### src/rtl/mmu_client_if.sv
// Signal bundle between mmu_client and its host, MMU request FIFOs and MMU response FIFOs.
// master = the client itself, slave = the surrounding host/MMU environment.
`ifndef REQ_ID_WIDTH
`define REQ_ID_WIDTH 4
`endif
`ifndef REQ_SIZE_TYPE_WIDTH
`define REQ_SIZE_TYPE_WIDTH 2
`endif
`ifndef ALL_PAGE_IDX_WIDTH
`define ALL_PAGE_IDX_WIDTH 8
`endif
`ifndef FAIL_REASON_WIDTH
`define FAIL_REASON_WIDTH 2
`endif

interface mmu_client_if #(
  parameter int CNT_W = 5
);
  logic                              cmd_valid;
  logic                              cmd_ready;
  logic                              cmd_is_free;
  logic [`REQ_SIZE_TYPE_WIDTH-1:0]   cmd_page_count;
  logic [`ALL_PAGE_IDX_WIDTH-1:0]    cmd_page_idx;

  logic                              alloc_req_write_en;
  logic [`REQ_ID_WIDTH-1:0]          alloc_req_id;
  logic [`REQ_SIZE_TYPE_WIDTH-1:0]   alloc_req_page_count;
  logic                              alloc_req_fifo_almost_full;

  logic                              free_req_write_en;
  logic [`REQ_ID_WIDTH-1:0]          free_req_id;
  logic [`ALL_PAGE_IDX_WIDTH-1:0]    free_req_page_idx;
  logic [`REQ_SIZE_TYPE_WIDTH-1:0]   free_req_page_count;
  logic                              free_req_fifo_almost_full;

  logic                              alloc_rsp_pop;
  logic [`REQ_ID_WIDTH-1:0]          alloc_rsp_id;
  logic [`ALL_PAGE_IDX_WIDTH-1:0]    alloc_rsp_page_idx;
  logic                              alloc_rsp_fail;
  logic [`FAIL_REASON_WIDTH-1:0]     alloc_rsp_fail_reason;
  logic                              alloc_rsp_fifo_empty;

  logic                              free_rsp_pop;
  logic [`REQ_ID_WIDTH-1:0]          free_rsp_id;
  logic                              free_rsp_fail;
  logic [`FAIL_REASON_WIDTH-1:0]     free_rsp_fail_reason;
  logic                              free_rsp_fifo_empty;

  logic                              res_valid;
  logic                              res_ready;
  logic                              res_is_free;
  logic [`REQ_ID_WIDTH-1:0]          res_id;
  logic [`ALL_PAGE_IDX_WIDTH-1:0]    res_page_idx;
  logic                              res_fail;
  logic [`FAIL_REASON_WIDTH-1:0]     res_fail_reason;

  logic [CNT_W-1:0]                  outstanding_count;
  logic                              id_error;

  modport master (
    input  cmd_valid, cmd_is_free, cmd_page_count, cmd_page_idx,
    output cmd_ready,
    output alloc_req_write_en, alloc_req_id, alloc_req_page_count,
    input  alloc_req_fifo_almost_full,
    output free_req_write_en, free_req_id, free_req_page_idx, free_req_page_count,
    input  free_req_fifo_almost_full,
    output alloc_rsp_pop,
    input  alloc_rsp_id, alloc_rsp_page_idx, alloc_rsp_fail, alloc_rsp_fail_reason,
    input  alloc_rsp_fifo_empty,
    output free_rsp_pop,
    input  free_rsp_id, free_rsp_fail, free_rsp_fail_reason, free_rsp_fifo_empty,
    output res_valid, res_is_free, res_id, res_page_idx, res_fail, res_fail_reason,
    input  res_ready,
    output outstanding_count, id_error
  );

  modport slave (
    output cmd_valid, cmd_is_free, cmd_page_count, cmd_page_idx,
    input  cmd_ready,
    input  alloc_req_write_en, alloc_req_id, alloc_req_page_count,
    output alloc_req_fifo_almost_full,
    input  free_req_write_en, free_req_id, free_req_page_idx, free_req_page_count,
    output free_req_fifo_almost_full,
    input  alloc_rsp_pop,
    output alloc_rsp_id, alloc_rsp_page_idx, alloc_rsp_fail, alloc_rsp_fail_reason,
    output alloc_rsp_fifo_empty,
    input  free_rsp_pop,
    output free_rsp_id, free_rsp_fail, free_rsp_fail_reason, free_rsp_fifo_empty,
    input  res_valid, res_is_free, res_id, res_page_idx, res_fail, res_fail_reason,
    output res_ready,
    input  outstanding_count, id_error
  );
endinterface

### src/rtl/mmu_client.sv
// MMU request initiator: hands out request IDs from a busy/type pool, pushes alloc/free requests,
// and merges both response FIFOs round-robin into one registered result stream that retires IDs.
`ifndef REQ_ID_WIDTH
`define REQ_ID_WIDTH 4
`endif
`ifndef REQ_SIZE_TYPE_WIDTH
`define REQ_SIZE_TYPE_WIDTH 2
`endif
`ifndef ALL_PAGE_IDX_WIDTH
`define ALL_PAGE_IDX_WIDTH 8
`endif
`ifndef FAIL_REASON_WIDTH
`define FAIL_REASON_WIDTH 2
`endif

module mmu_client #(
  parameter int ID_COUNT = 16,
  parameter int CNT_W    = 5
) (
  input  logic         clk,
  input  logic         rst_n,
  mmu_client_if.master bus
);
  localparam int IDW = `REQ_ID_WIDTH;
  localparam int SZW = `REQ_SIZE_TYPE_WIDTH;
  localparam int PGW = `ALL_PAGE_IDX_WIDTH;
  localparam int FRW = `FAIL_REASON_WIDTH;

  logic [ID_COUNT-1:0] r_busy;
  logic [ID_COUNT-1:0] r_type;
  logic [CNT_W-1:0]    r_count;
  logic                r_id_error;
  logic                r_rr_free;

  logic                r_alloc_we;
  logic [IDW-1:0]      r_alloc_id;
  logic [SZW-1:0]      r_alloc_cnt;
  logic                r_free_we;
  logic [IDW-1:0]      r_free_id;
  logic [PGW-1:0]      r_free_idx;
  logic [SZW-1:0]      r_free_cnt;

  logic                r_res_valid;
  logic                r_res_is_free;
  logic [IDW-1:0]      r_res_id;
  logic [PGW-1:0]      r_res_page;
  logic                r_res_fail;
  logic [FRW-1:0]      r_res_reason;

  logic [IDW-1:0]      w_next_id;
  logic                w_pool_full;
  logic                w_target_af;
  logic                w_cmd_ready;
  logic                w_accept;
  logic                w_alloc_cand;
  logic                w_free_cand;
  logic                w_slot_free;
  logic                w_sel_free;
  logic                w_pop_alloc;
  logic                w_pop_free;
  logic                w_pop;
  logic [IDW-1:0]      w_rsp_id;
  logic                w_hit_busy;
  logic                w_hit_type;
  logic                w_retire;

  // Lowest-index free ID wins; scanning downward lets the smallest index overwrite.
  always_comb begin
    w_next_id = '0;
    for (int i = ID_COUNT - 1; i >= 0; i--) begin
      if (!r_busy[i]) w_next_id = IDW'(i);
    end
  end

  assign w_pool_full = &r_busy;
  assign w_target_af = bus.cmd_is_free ? bus.free_req_fifo_almost_full
                                       : bus.alloc_req_fifo_almost_full;
  assign w_cmd_ready = rst_n & ~w_pool_full & ~w_target_af;
  assign w_accept    = bus.cmd_valid & w_cmd_ready;

  assign w_alloc_cand = ~bus.alloc_rsp_fifo_empty;
  assign w_free_cand  = ~bus.free_rsp_fifo_empty;
  assign w_slot_free  = ~r_res_valid | bus.res_ready;
  assign w_sel_free   = w_free_cand & (~w_alloc_cand | r_rr_free);
  assign w_pop_alloc  = rst_n & w_slot_free & w_alloc_cand & ~w_sel_free;
  assign w_pop_free   = rst_n & w_slot_free & w_free_cand & w_sel_free;
  assign w_pop        = w_pop_alloc | w_pop_free;
  assign w_rsp_id     = w_sel_free ? bus.free_rsp_id : bus.alloc_rsp_id;

  // IDs outside 0..ID_COUNT-1 never match, so they fall through as unknown responses.
  always_comb begin
    w_hit_busy = 1'b0;
    w_hit_type = 1'b0;
    for (int i = 0; i < ID_COUNT; i++) begin
      if (w_rsp_id == IDW'(i)) begin
        w_hit_busy = r_busy[i];
        w_hit_type = r_type[i];
      end
    end
  end

  assign w_retire = w_pop & w_hit_busy & (w_hit_type == w_sel_free);

  // Accept and retire can never target the same ID: one is free, the other busy.
  always_ff @(posedge clk or negedge rst_n) begin
    if (!rst_n) begin
      r_busy <= '0;
      r_type <= '0;
    end else begin
      for (int i = 0; i < ID_COUNT; i++) begin
        if (w_retire && (w_rsp_id == IDW'(i))) r_busy[i] <= 1'b0;
        if (w_accept && (w_next_id == IDW'(i))) begin
          r_busy[i] <= 1'b1;
          r_type[i] <= bus.cmd_is_free;
        end
      end
    end
  end

  always_ff @(posedge clk or negedge rst_n) begin
    if (!rst_n) begin
      r_count    <= '0;
      r_id_error <= 1'b0;
      r_rr_free  <= 1'b0;
    end else begin
      if (w_accept && !w_retire) r_count <= r_count + CNT_W'(1);
      else if (!w_accept && w_retire) r_count <= r_count - CNT_W'(1);
      if (w_pop && !w_retire) r_id_error <= 1'b1;
      if (w_pop) r_rr_free <= ~w_sel_free;
    end
  end

  // Request fields only move on an accept of their own type, otherwise they hold.
  always_ff @(posedge clk or negedge rst_n) begin
    if (!rst_n) begin
      r_alloc_we  <= 1'b0;
      r_alloc_id  <= '0;
      r_alloc_cnt <= '0;
      r_free_we   <= 1'b0;
      r_free_id   <= '0;
      r_free_idx  <= '0;
      r_free_cnt  <= '0;
    end else begin
      r_alloc_we <= w_accept & ~bus.cmd_is_free;
      r_free_we  <= w_accept & bus.cmd_is_free;
      if (w_accept && !bus.cmd_is_free) begin
        r_alloc_id  <= w_next_id;
        r_alloc_cnt <= bus.cmd_page_count;
      end
      if (w_accept && bus.cmd_is_free) begin
        r_free_id  <= w_next_id;
        r_free_idx <= bus.cmd_page_idx;
        r_free_cnt <= bus.cmd_page_count;
      end
    end
  end

  always_ff @(posedge clk or negedge rst_n) begin
    if (!rst_n) begin
      r_res_valid   <= 1'b0;
      r_res_is_free <= 1'b0;
      r_res_id      <= '0;
      r_res_page    <= '0;
      r_res_fail    <= 1'b0;
      r_res_reason  <= '0;
    end else if (w_pop) begin
      r_res_valid   <= 1'b1;
      r_res_is_free <= w_sel_free;
      r_res_id      <= w_rsp_id;
      r_res_page    <= w_sel_free ? '0 : bus.alloc_rsp_page_idx;
      r_res_fail    <= w_sel_free ? bus.free_rsp_fail : bus.alloc_rsp_fail;
      r_res_reason  <= w_sel_free ? bus.free_rsp_fail_reason : bus.alloc_rsp_fail_reason;
    end else if (bus.res_ready) begin
      r_res_valid <= 1'b0;
    end
  end

  assign bus.cmd_ready            = w_cmd_ready;
  assign bus.alloc_req_write_en   = r_alloc_we;
  assign bus.alloc_req_id         = r_alloc_id;
  assign bus.alloc_req_page_count = r_alloc_cnt;
  assign bus.free_req_write_en    = r_free_we;
  assign bus.free_req_id          = r_free_id;
  assign bus.free_req_page_idx    = r_free_idx;
  assign bus.free_req_page_count  = r_free_cnt;
  assign bus.alloc_rsp_pop        = w_pop_alloc;
  assign bus.free_rsp_pop         = w_pop_free;
  assign bus.res_valid            = r_res_valid;
  assign bus.res_is_free          = r_res_is_free;
  assign bus.res_id               = r_res_id;
  assign bus.res_page_idx         = r_res_page;
  assign bus.res_fail             = r_res_fail;
  assign bus.res_fail_reason      = r_res_reason;
  assign bus.outstanding_count    = r_count;
  assign bus.id_error             = r_id_error;
endmodule

### src/flat_wrapper.sv
// flat-port wrapper written by rule: the top's interface ports become plain ports
module mmu_client_flat 
#(
  parameter int ID_COUNT = 16,
  parameter int CNT_W    = 5
)
  (clk, rst_n, bus_cmd_valid, bus_cmd_is_free, bus_cmd_page_count, bus_cmd_page_idx, bus_cmd_ready, bus_alloc_req_write_en, bus_alloc_req_id, bus_alloc_req_page_count, bus_alloc_req_fifo_almost_full, bus_free_req_write_en, bus_free_req_id, bus_free_req_page_idx, bus_free_req_page_count, bus_free_req_fifo_almost_full, bus_alloc_rsp_pop, bus_alloc_rsp_id, bus_alloc_rsp_page_idx, bus_alloc_rsp_fail, bus_alloc_rsp_fail_reason, bus_alloc_rsp_fifo_empty, bus_free_rsp_pop, bus_free_rsp_id, bus_free_rsp_fail, bus_free_rsp_fail_reason, bus_free_rsp_fifo_empty, bus_res_valid, bus_res_is_free, bus_res_id, bus_res_page_idx, bus_res_fail, bus_res_fail_reason, bus_res_ready, bus_outstanding_count, bus_id_error);
  mmu_client_if #(.CNT_W(CNT_W)) bus_i ();
  input  logic clk;
  input  logic rst_n;
  input wire logic [$bits(bus_i.cmd_valid)-1:0] bus_cmd_valid;
  input wire logic [$bits(bus_i.cmd_is_free)-1:0] bus_cmd_is_free;
  input wire logic [$bits(bus_i.cmd_page_count)-1:0] bus_cmd_page_count;
  input wire logic [$bits(bus_i.cmd_page_idx)-1:0] bus_cmd_page_idx;
  output wire logic [$bits(bus_i.cmd_ready)-1:0] bus_cmd_ready;
  output wire logic [$bits(bus_i.alloc_req_write_en)-1:0] bus_alloc_req_write_en;
  output wire logic [$bits(bus_i.alloc_req_id)-1:0] bus_alloc_req_id;
  output wire logic [$bits(bus_i.alloc_req_page_count)-1:0] bus_alloc_req_page_count;
  input wire logic [$bits(bus_i.alloc_req_fifo_almost_full)-1:0] bus_alloc_req_fifo_almost_full;
  output wire logic [$bits(bus_i.free_req_write_en)-1:0] bus_free_req_write_en;
  output wire logic [$bits(bus_i.free_req_id)-1:0] bus_free_req_id;
  output wire logic [$bits(bus_i.free_req_page_idx)-1:0] bus_free_req_page_idx;
  output wire logic [$bits(bus_i.free_req_page_count)-1:0] bus_free_req_page_count;
  input wire logic [$bits(bus_i.free_req_fifo_almost_full)-1:0] bus_free_req_fifo_almost_full;
  output wire logic [$bits(bus_i.alloc_rsp_pop)-1:0] bus_alloc_rsp_pop;
  input wire logic [$bits(bus_i.alloc_rsp_id)-1:0] bus_alloc_rsp_id;
  input wire logic [$bits(bus_i.alloc_rsp_page_idx)-1:0] bus_alloc_rsp_page_idx;
  input wire logic [$bits(bus_i.alloc_rsp_fail)-1:0] bus_alloc_rsp_fail;
  input wire logic [$bits(bus_i.alloc_rsp_fail_reason)-1:0] bus_alloc_rsp_fail_reason;
  input wire logic [$bits(bus_i.alloc_rsp_fifo_empty)-1:0] bus_alloc_rsp_fifo_empty;
  output wire logic [$bits(bus_i.free_rsp_pop)-1:0] bus_free_rsp_pop;
  input wire logic [$bits(bus_i.free_rsp_id)-1:0] bus_free_rsp_id;
  input wire logic [$bits(bus_i.free_rsp_fail)-1:0] bus_free_rsp_fail;
  input wire logic [$bits(bus_i.free_rsp_fail_reason)-1:0] bus_free_rsp_fail_reason;
  input wire logic [$bits(bus_i.free_rsp_fifo_empty)-1:0] bus_free_rsp_fifo_empty;
  output wire logic [$bits(bus_i.res_valid)-1:0] bus_res_valid;
  output wire logic [$bits(bus_i.res_is_free)-1:0] bus_res_is_free;
  output wire logic [$bits(bus_i.res_id)-1:0] bus_res_id;
  output wire logic [$bits(bus_i.res_page_idx)-1:0] bus_res_page_idx;
  output wire logic [$bits(bus_i.res_fail)-1:0] bus_res_fail;
  output wire logic [$bits(bus_i.res_fail_reason)-1:0] bus_res_fail_reason;
  input wire logic [$bits(bus_i.res_ready)-1:0] bus_res_ready;
  output wire logic [$bits(bus_i.outstanding_count)-1:0] bus_outstanding_count;
  output wire logic [$bits(bus_i.id_error)-1:0] bus_id_error;
  assign bus_i.cmd_valid = bus_cmd_valid;
  assign bus_i.cmd_is_free = bus_cmd_is_free;
  assign bus_i.cmd_page_count = bus_cmd_page_count;
  assign bus_i.cmd_page_idx = bus_cmd_page_idx;
  assign bus_cmd_ready = bus_i.cmd_ready;
  assign bus_alloc_req_write_en = bus_i.alloc_req_write_en;
  assign bus_alloc_req_id = bus_i.alloc_req_id;
  assign bus_alloc_req_page_count = bus_i.alloc_req_page_count;
  assign bus_i.alloc_req_fifo_almost_full = bus_alloc_req_fifo_almost_full;
  assign bus_free_req_write_en = bus_i.free_req_write_en;
  assign bus_free_req_id = bus_i.free_req_id;
  assign bus_free_req_page_idx = bus_i.free_req_page_idx;
  assign bus_free_req_page_count = bus_i.free_req_page_count;
  assign bus_i.free_req_fifo_almost_full = bus_free_req_fifo_almost_full;
  assign bus_alloc_rsp_pop = bus_i.alloc_rsp_pop;
  assign bus_i.alloc_rsp_id = bus_alloc_rsp_id;
  assign bus_i.alloc_rsp_page_idx = bus_alloc_rsp_page_idx;
  assign bus_i.alloc_rsp_fail = bus_alloc_rsp_fail;
  assign bus_i.alloc_rsp_fail_reason = bus_alloc_rsp_fail_reason;
  assign bus_i.alloc_rsp_fifo_empty = bus_alloc_rsp_fifo_empty;
  assign bus_free_rsp_pop = bus_i.free_rsp_pop;
  assign bus_i.free_rsp_id = bus_free_rsp_id;
  assign bus_i.free_rsp_fail = bus_free_rsp_fail;
  assign bus_i.free_rsp_fail_reason = bus_free_rsp_fail_reason;
  assign bus_i.free_rsp_fifo_empty = bus_free_rsp_fifo_empty;
  assign bus_res_valid = bus_i.res_valid;
  assign bus_res_is_free = bus_i.res_is_free;
  assign bus_res_id = bus_i.res_id;
  assign bus_res_page_idx = bus_i.res_page_idx;
  assign bus_res_fail = bus_i.res_fail;
  assign bus_res_fail_reason = bus_i.res_fail_reason;
  assign bus_i.res_ready = bus_res_ready;
  assign bus_outstanding_count = bus_i.outstanding_count;
  assign bus_id_error = bus_i.id_error;
  mmu_client #(.ID_COUNT(ID_COUNT), .CNT_W(CNT_W)) u_core (.clk(clk), .rst_n(rst_n), .bus(bus_i));
endmodule
### config.mk
export PLATFORM = sky130hd
export DESIGN_NAME = mmu_client_flat
export DESIGN_NICKNAME = d
export VERILOG_FILES = /design/src/rtl/mmu_client_if.sv /design/src/rtl/mmu_client.sv /design/src/flat_wrapper.sv
export SDC_FILE = /design/constraint.sdc
export NUM_CORES = 1
export LEC_CHECK = 0
export ABC_AREA = 1
export CAP_MARGIN = 20
export CORE_MARGIN = 8
export CORE_UTILIZATION = 45
export CTS_BUF_LIST = sky130_fd_sc_hd__clkbuf_8
export DETAILED_ROUTE_END_ITERATION = 12
export GPL_ROUTABILITY_DRIVEN = 0
export PLACE_DENSITY = 0.73
export SETUP_SLACK_MARGIN = 0.5
export SLEW_MARGIN = 5
export SYNTH_ARGS = -nofsm -noshare
export SYNTH_HDL_FRONTEND = slang
export SYNTH_SLANG_ARGS = --single-unit
### constraint.sdc
create_clock -name clk -period 9 [get_ports clk]
set_clock_uncertainty 0.2 [all_clocks]
set_input_delay 1.8 -clock clk [delete_from_list [all_inputs] [get_ports clk]]
set_output_delay 1.8 -clock clk [all_outputs]
set_load 0.02 [all_outputs]
==> summary.md <==
| Metric | Value |
|---|---|
| Outcome | `finished, final reports clean` |
| Simple-gate portion of the synthesized area | `a little under a third` |
| Synth top area cells | `dfrtp_1 (50%), nand2_1 (18%), o21ai_0 (5.4%), nand3_1 (4.4%), inv_1 (4.3%)` |
| CTS root buf | `clkbuf_8` |
| Top-area cell type share of the netlist area | `between 50% and 60%` |
| Post-placement cell count | `~690` |
| # H-tree levels | `3` |
| Synth Flop Type | `dfrtp_1` |
| Longest Clk Path Bufs | `2` |
| Synth Area in Compound Gates | `10.2%` |
| IO buf count | `88` |
| Drt initial violations | `175` |
| Peak VDD IR | `between 0.0001 and 0.00015 V` |
| Die ar. | `between 10000 and 15000 um2` |
| TritonCTS Buffers | `9` |
| Seq/Total Area, Yosys | `around half` |
| Largest net degree at the start of global routing | `57` |
| WS Path Type | `primary input to output port` |
| Final nets | `between 600 and 700` |
| First-pass GRT wire length | `around 17000 um` |
| Flops & latches, synth | `between 70 and 80` |
| Die Width | `109 um` |
| Min Tclk post-route | `6200 ps` |
| GRT overflow | `0` |
| Vias in the first global route | `approximately 3600` |
| Remaining DRCs | `0` |
| Netlist cell types | `31` |
| Initial antenna violation count | `0` |
| Max Fclk | `between 0.15 and 0.2 GHz` |
| Crit path to | `bus_alloc_rsp_pop` |
| Ys Warns | `0` |
| Setup crit start | `bus_alloc_rsp_fifo_empty` |
| Ratio of cells with drive above 1 in the final layout | `6.57%` |
| Setup TNS Final | `0 ps` |
| Final worst hold slack | `263 ps` |
| Adder-Cell Fraction of Synth Area | `2.13%` |
| Final core utilization | `between 50% and 60%` |
| FF-to-FF End | `u_core.bus.outstanding_count[4]` |
| TritonRoute pass-1 iters | `5` |
| Clk sinks | `78` |
| Worst min path class | `flip-flop to flip-flop` |
| Cells after Synth | `around 500` |
| Cell taking the most area after synthesis | `dfrtp_1` |
| Hold-fix buffers, CTS | `0` |
| Fin cells | `702` |
| Rows | `34` |
| Via count | `~3600` |
| Post-CTS sizing | `0` |
| Worst-path clk slew | `~80 ps` |
| Final hold violation count | `0` |
| Startpoint Class | `primary input` |
| XOR/XNOR share of the synthesized area | `less than 1%` |
| Latest clock arrival within the worst-skew pair | `about 350 ps` |
| ANT nets after route | `0` |
| Number of synthesized flops with an enable pin | `0` |
| Wire per inst | `14.2 um` |
| Worst R2R Setup Slack | `4460 ps` |
| Setup repair bufs after CTS | `0` |
| Final Cycle Share | `68.9%` |
| Avg Inst Size Synth | `about 7.8 um2` |
| Worst Reg2Reg Path Length in Cells | `20` |
| TritonCTS clock tree | `done` |
| Post-synth net total | `543` |
| FF-to-FF Start | `u_core.r_rr_free` |
| Crit path DAT | `~4200 ps` |
| Starting Density | `45.4%` |
| Asr flop ratio synth | `100%` |
| Worst Path Required | `7000 ps` |
| CP endpoint kind | `output port` |
| Mux contribution to synthesized area | `0%` |
| RSZ-0062 raised after global routing | `no` |
| Mapped cell area | `roughly 3900 um2` |
| # IOs | `between 80 and 90` |
| Slew @ Worst Pin | `around 690 ps` |
| Critical path peak fanout | `13` |
| Rel. slew slack | `a little over half` |
| Vias per cell | `5.08` |
| Gr usage total | `roughly 18%` |
| Die Ht | `roughly 110 um` |
| Cell with the most instances after synthesis | `nand2_1` |
| Pleak | `approximately 2.4 nW` |
| Max-cap viol count | `0` |
| DPL Wire Length | `approximately 7500 um` |
| WL final | `approximately 10000 um` |
| Most instantiated cells after synthesis | `nand2_1 (189), dfrtp_1 (78), inv_1 (44)` |
| Ant diodes | `0` |
| Largest family of logic cells by synthesized area | `simple AND/OR/NAND/NOR gates` |
| Pwr dens | `between 200 and 250 nW/um2` |
| Area Growth Syn to Fin | `31.0%` |
| Final setup fails | `0` |
| Core ar. | `8550 um2` |
| Final slew viol count | `0` |
per-layer routing:
metal | up-vias | routed length, um | track usage (%)
met1 | 1666 | 4630 | 22.7
met2 | 116 | 4260 | 27.4
met4 | 0 | 124 | 4.89
met5 | - | 0 | 0
met3 | 16 | 959 | 6.56
li1 | 1767 | - | -
worst min-delay path by stage:
stage	cells after the start	endpoint	slack, ps	from
2_1_floorplan	2	u_core.r_type[15]	250	u_core.r_type[15]
3_3_place_gp	2	u_core.bus.id_error	250	u_core.bus.id_error
3_5_place_dp	2	u_core.bus.id_error	250	u_core.bus.id_error
4_1_cts	2	u_core.bus.id_error	270	u_core.bus.id_error
5_1_grt	2	u_core.bus.id_error	300	u_core.bus.id_error
6_report	2	u_core.bus.id_error	260	u_core.bus.id_error
metrics by stage:
step	power (W)	setup slack (ps)	cell area (um2)
final	0.00126	2800	5080
after global routing	0.00134	2440	5080
after CTS	0.00127	2180	5070
after detailed placement	0.000972	1830	4850
after global placement	0.000957	2250	4850
after floorplan	0.000769	4160	3880
worst max-delay path: stages:
cell and delay (ps):
clkdlybuf4s50_1 470, o21ai_2 460, inv_1 200, nor3_1 360, buf_2 280, clkdlybuf4s50_1 630
cells in the final DEF (no fill, tap or decap):
cell             instances
nand2_1                189
clkdlybuf4s50_1         87
dfrtp_1                 78
inv_1                   45
o21ai_0                 42
nor2_1                  36
nand3_1                 34
clkbuf_8                11
nand2_2                  8
a22o_1                   8
a31oi_1                  6
a21oi_1                  6
nand4_1                  5
ha_1                     5
nor3_1                   3
nor2_2                   3
or2_2                    3
buf_4                    3
nand3b_1                 2
inv_2                    2
o21bai_1                 2
xor2_1                   2
bufinv_16                2
clkinv_2                 1
o21ai_2                  1
and3_2                   1
nor2_4                   1
a21oi_4                  1
clkinv_1                 1
and3_1                   1
xnor2_1                  1
a211oi_1                 1
fa_1                     1
clkinvlp_4               1
buf_2                    1
area by class of cell:
class	instances	area [um2]
repair buffers	91	898
clock buffers	11	151
fillers	777	3470
clock inverters	4	71.3
flip-flops and latches	78	1950
inverters	48	181
multi-input cells	362	1690
well taps	108	135
cell families (layout without fill, tap and decap cells):
family	Yosys count	after routing
AND/OR/NAND/NOR	286	286
flip-flops	78	78
AO/OA/AOI/OAI	67	67
buffers and inverters	56	154
adder cells (fa/ha/maj)	6	6
XOR/XNOR	3	3
state kept, by name, summed over array words and instances (netlist names), 2 cells and up:
register	count
u_core.r_busy	16
u_core.r_type	16
u_core.bus.free_req_page_idx	8
u_core.bus.res_page_idx	8
u_core.bus.outstanding_count	5
u_core.bus.alloc_req_id	4
u_core.bus.free_req_id	4
u_core.bus.res_id	4
u_core.bus.alloc_req_page_count	2
u_core.bus.free_req_page_count	2
u_core.bus.res_fail_reason	2
power by group:
group	internal [W]	switching, W	total (W)
Clock	0.000169	0.000126	0.000295
Sequential	0.000432	0.0000657	0.000498
Combinational	0.000198	0.000268	0.000466
Total	0.000799	0.000459	0.00126
Note: power is estimated with default switching activity, not from simulation.
==> patch 1, RTL diff (config.mk and constraints unchanged) <==
Change the macro `REQ_ID_WIDTH` from 4 to 6.
--- a/src/rtl/mmu_client_if.sv
+++ b/src/rtl/mmu_client_if.sv
@@ -3,3 +3,3 @@
 `ifndef REQ_ID_WIDTH
-`define REQ_ID_WIDTH 4
+`define REQ_ID_WIDTH 6
 `endif
Ports: changed (5 resized); port bits go from 89 to 99. No check against the original RTL was run, so the function may have changed too.
==> patch 1 against the original RTL <==
Sequential cell count grew 2; combinational power grew 3%; final area grew 5.1%; first-iteration DRC count grew 8.0%; fmax grew 1.3%; total power grew 0.94%; via count grew 5.3%; register-to-register slack gained 0.11 ns; wire length grew 7.7%; count of clock-buffer cells in the layout shrank 2; area after synthesis grew 6.6%; worst setup slack gained 0.081 ns; critical endpoint unchanged.
==> patch 1: results (changes against the original RTL) <==
Status: finished, final reports clean
M3 GR Usage: 5.844% (-0.72 points)
Most used DFF post-synth: dfrtp_1
Slew margin rel.: 53.97% (about the same)
Port bufs: 94 (+6.8%)
Routed WL per cell: 14.74 um (+3.8%)
Nets@finish: 663 (+4.1%)
Routed vias: 3755 (+5.3%)
Htree depth: 3 (unchanged)
Worst vdd ir: 0.1174 mV (-9.4%)
Drt pass-1 iters: 4 (-1)
Fill count: 802 (+3.2%)
All-layer global routing usage: 18.07% (+0.42 points)
Top Registers: u_core.r_busy: 16 flops, u_core.r_type: 16 flops
DRT met1 WL: 4739 um (+2.4%)
CTS resizes: 0 (unchanged)
Worst Path Max Fanout: 17 (+4)
P_leak: 0.002539 uW (+4.0%)
Synth area leaders: dfrtp_1 48%, nand2_1 17%, o21ai_0 5.0%
Initial DRC count: 189 (+8.0%)
Largest net degree at the start of global routing: 58 (+1.8%)
Cell row count: 35 (+2.9%)
Global-route wire length before repair: 18570 um (+11%)
M1 GR Usage: 21.44% (-1.3 points)
Top cells by count, synth: 188 x nand2_1, 80 x dfrtp_1, 43 x inv_1
Dpl hpwl: 8257 um (+9.7%)
Vias in the first global route: 3882 (+7.3%)
Yosys cell types: 37 (+19%)
Slowest-stage cell, CP: clkdlybuf4s50_1
Sequential-to-total area share from yosys stat: 48.43% (-1.9 points)
Met2 usage: 29.12% (+1.7 points)
Layout cells sized above 1: 7.605% (+1.0 points)
WL met3: 810 um (-16%)
Crit path DAT: 4.12 ns (-0.08 ns)
WL met2: 4974 um (+17%)
-- patch 1: layout make-up --
class	instances	share of cell area [%]
sequential	80	37.46
multi-input combinational	376	34.72
timing repair buffer	97	17.93
inverter	49	3.489
tap	111	2.599
clock buffer	9	2.318
clock inverter	7	1.475
-- patch 1: worst paths after layout --
check	end	slack (ns)	start	cells past startpoint
max	bus_alloc_rsp_pop	2.88	bus_alloc_rsp_fifo_empty	6
min	u_core.bus.outstanding_count[4]$_DFFE_PN0P_	0.27	u_core.bus.outstanding_count[4]$_DFFE_PN0P_	1
max reg2reg	u_core.bus.outstanding_count[4]$_DFFE_PN0P_	4.57	u_core.r_rr_free$_DFFE_PN0P_	24
min reg2reg	u_core.bus.outstanding_count[4]$_DFFE_PN0P_	0.27	u_core.bus.outstanding_count[4]$_DFFE_PN0P_	1
max in group asynchronous	u_core.r_type[2]$_DFFE_PN0P_	6.45	rst_n	2
min in group asynchronous	u_core.bus.outstanding_count[1]$_DFFE_PN0P_	1.13	rst_n	1
-- patch 1: stage by stage --
stage                     util (%)  setup WS (ns)  instance area [um^2]  instances  hold slack (ns)
after floorplan                  -          3.998                  4145        520           0.2452
after global placement       56.58          2.280                  5129        711           0.2535
after detailed placement     56.58          2.073                  5129        711           0.2615
after CTS                    58.81          2.434                  5331        727           0.2802
after global routing         58.95          2.642                  5344        729           0.2853
final                        58.95          2.878                  5344        729           0.2748
-- patch 1: worst reg2reg max path, cell delays in order, from the launching register on --
cell and delay (ns):
dfrtp_1 0.41, o21ai_4 0.45, nand2_1 0.10, nand2_1 0.12
nand2_2 0.09, inv_2 0.14, nand3_1 0.21, nor2_2 0.21
nand2_1 0.07, nand2_1 0.07, nand4_1 0.08, nand2_1 0.07
nand4_1 0.07, nand2_1 0.07, clkinv_1 0.37, nand3_2 0.23
ha_1 0.21, inv_1 0.11, ha_1 0.33, a21o_1 0.19
a31oi_1 0.20, nand2_1 0.08, nand2_1 0.07, nor2_1 0.05
xor2_1 0.13
-- patch 1: where the power goes --
group          switching, uW  total, uW  leakage [uW]  internal [uW]
Combinational            280        481       0.00143            201
Sequential              68.4        515       0.00102            447
Clock                    144        274     0.0000925            130
-- patch 1: cells by family (layout without fill, tap and decap cells) --
| kind of cell | count (synthesis) | in the layout | share of synthesized area (%) |
|---|---|---|---|
| and+or+nand+nor | 292 | 292 | 31.87 |
| DFF | 80 | 80 | 48.43 |
| AOI/OAI and AO/OA | 73 | 73 | 10.53 |
| buffers and inverters | 64 | 162 | 6.961 |
| adders and majority gates | 5 | 5 | 1.695 |
| xor gates and xnor gates | 2 | 2 | 0.4238 |
| other | 1 | 4 | 0.09071 |
==> patch 2, RTL diff (same flow settings) <==
Made on the original files. Reset style: synchronous (`rst_n`), changed in 4 clocked blocks.
--- a/src/rtl/mmu_client.sv
+++ b/src/rtl/mmu_client.sv
@@ -104,3 +104,3 @@
   // Accept and retire can never target the same ID: one is free, the other busy.
-  always_ff @(posedge clk or negedge rst_n) begin
+  always_ff @(posedge clk) begin
     if (!rst_n) begin
@@ -119,3 +119,3 @@
 
-  always_ff @(posedge clk or negedge rst_n) begin
+  always_ff @(posedge clk) begin
     if (!rst_n) begin
@@ -133,3 +133,3 @@
   // Request fields only move on an accept of their own type, otherwise they hold.
-  always_ff @(posedge clk or negedge rst_n) begin
+  always_ff @(posedge clk) begin
     if (!rst_n) begin
@@ -157,3 +157,3 @@
 
-  always_ff @(posedge clk or negedge rst_n) begin
+  always_ff @(posedge clk) begin
     if (!rst_n) begin
Formal check against the unedited RTL: differs if rst_n is asserted again (counterexample within 4 cycles, from zero or initial values and one cycle with rst_n low); with rst_n held inactive, the same outputs for 4 cycles.
==> patch 2 against the original RTL <==
Sequential share of layout area fell by 7.7 points; wire length is 12% higher; count of clock-buffer cells in the layout decreased by 2; sequential cell count did not move; area after synthesis increased by 0.90%; worst setup slack got worse by 0.38 ns; worst hold slack worse by 0.0032 ns; final area barely moved; critical path type is now input pin to flip-flop; critical endpoint is now u_core.bus.outstanding_count[4]$_SDFFE_PN0P_; highest routed layer unchanged.
Power is not compared: it rests on default switching activity, and its combinational part moved more than twofold at a synthesized area within 25%.
==> patch 2: results (changes against the original RTL) <==
Status: finished, final reports clean
Critical path class: input pin to flip-flop
Global-route wire length before repair: 18920 um (+13%)
Worst-path clk slew: 0.09 ns
WL met2: 5302 um (+24%)
Routed WL: 11180 um (+12%)
Top sig layer: met4
Sequential-to-total area share from yosys stat: 39.90% (-10 points)
NetSw: 248.6 uW
Slowest-stage cell, CP: o21ai_2
Dpl hpwl: 8272 um (+9.9%)
Synth Net Count: 602 (+11%)
CP startpoint: bus_alloc_rsp_fifo_empty
Nets@finish: 687 (+7.8%)
Initial DRC count: 205 (+17%)
Worst hold stages: 1 (-1)
Worst r2r src: u_core.r_rr_free$_SDFFE_PN0P_
Yosys cell types: 35 (+13%)
Crit path DAT: 6.63 ns (+2.43 ns)
DRT met1 WL: 4765 um (+2.9%)
Drt via density: 5.114 (+0.71%)
Htree depth: 3 (unchanged)
Fin worst setup slack: 2.421 ns (-0.3767 ns)
CP peak stage delay: 0.60 ns (-0.03 ns)
Asr flop ratio synth: 0% (-100 points)
Yosys warning count: 0 (unchanged)
Worst hold start: u_core.bus.outstanding_count[4]$_SDFFE_PN0P_
Placed Area: 4858 um^2 (+0.23%)
Synth area leaders: dfxtp_1 40%, nand2_1 11%, nor2_1 7.8%
WL met3: 946 um (-1.4%)
Worst Path Max Fanout: 17 (+4)
P_leak: 0.001953 uW
M3 GR Usage: 7.092% (+0.53 points)
Routed WL per cell: 14.84 um (+4.4%)
Top delay family on crit path: compound AO/OA/AOI/OAI gates
Pre-CTS WS: 2.112 ns (+0.2815 ns)
Met2 usage: 32.32% (+4.9 points)
Hold Path Class: flip-flop to flip-flop
M1 GR Usage: 23.71% (+1.0 points)
Clk Latency, worst-skew pair: 0.35 ns (about the same)
All-layer global routing usage: 19.64% (+2.0 points)
Largest net degree at the start of global routing: 42 (-26%)
Placed Cells incl. Taps: 737 (+7.6%)
Vias in the first global route: 3935 (+8.8%)
Reg2Reg Setup Slack: 4.03 ns (-0.43 ns)
Hold Path End: u_core.bus.outstanding_count[4]$_SDFFE_PN0P_
CP endpoint: u_core.bus.outstanding_count[4]$_SDFFE_PN0P_
Slew margin rel.: 52.80% (-1.2 points)
Reg2reg path depth: 19 (-5.0%)
WHS: 0.2601 ns (-0.003235 ns)
Layout cells sized above 1: 10.39% (+3.8 points)
Mean Syn Cell Area: 7.052 um^2 (-9.8%)
Top cells by count, synth: 110 x nand2_1, 81 x nor2_1, 78 x dfxtp_1
-- patch 2: power groups by stage --
stage,logic (uW),clock network [uW],registers [uW]
6_report,160,305,366
3_3_place_gp,156,0,374
2_1_floorplan,81.7,0,388
4_1_cts,160,306,366
5_1_grt,176,322,368
3_5_place_dp,159,0,374
-- patch 2: cell families (layout without fill, tap and decap cells) --
| kind of cell | after synthesis | after routing | synth area share (%) |
|---|---|---|---|
| and+or+nand+nor | 271 | 271 | 32.29 |
| xor gates and xnor gates | 1 | 1 | 0.2238 |
| AOI/OAI and AO/OA | 115 | 115 | 16.59 |
| DFF | 78 | 78 | 39.90 |
| adders and majority gates | 6 | 6 | 2.110 |
| buffers and inverters | 84 | 174 | 8.888 |
-- patch 2: cell type report --
cell class              count  area [um^2]
fillers                   809         3506
multi-input cells         393         2004
flip-flops and latches     78         1562
repair buffers             91        903.4
inverters                  67        254.0
well taps                 108        135.1
clock buffers               9        123.9
clock inverters             7        105.1
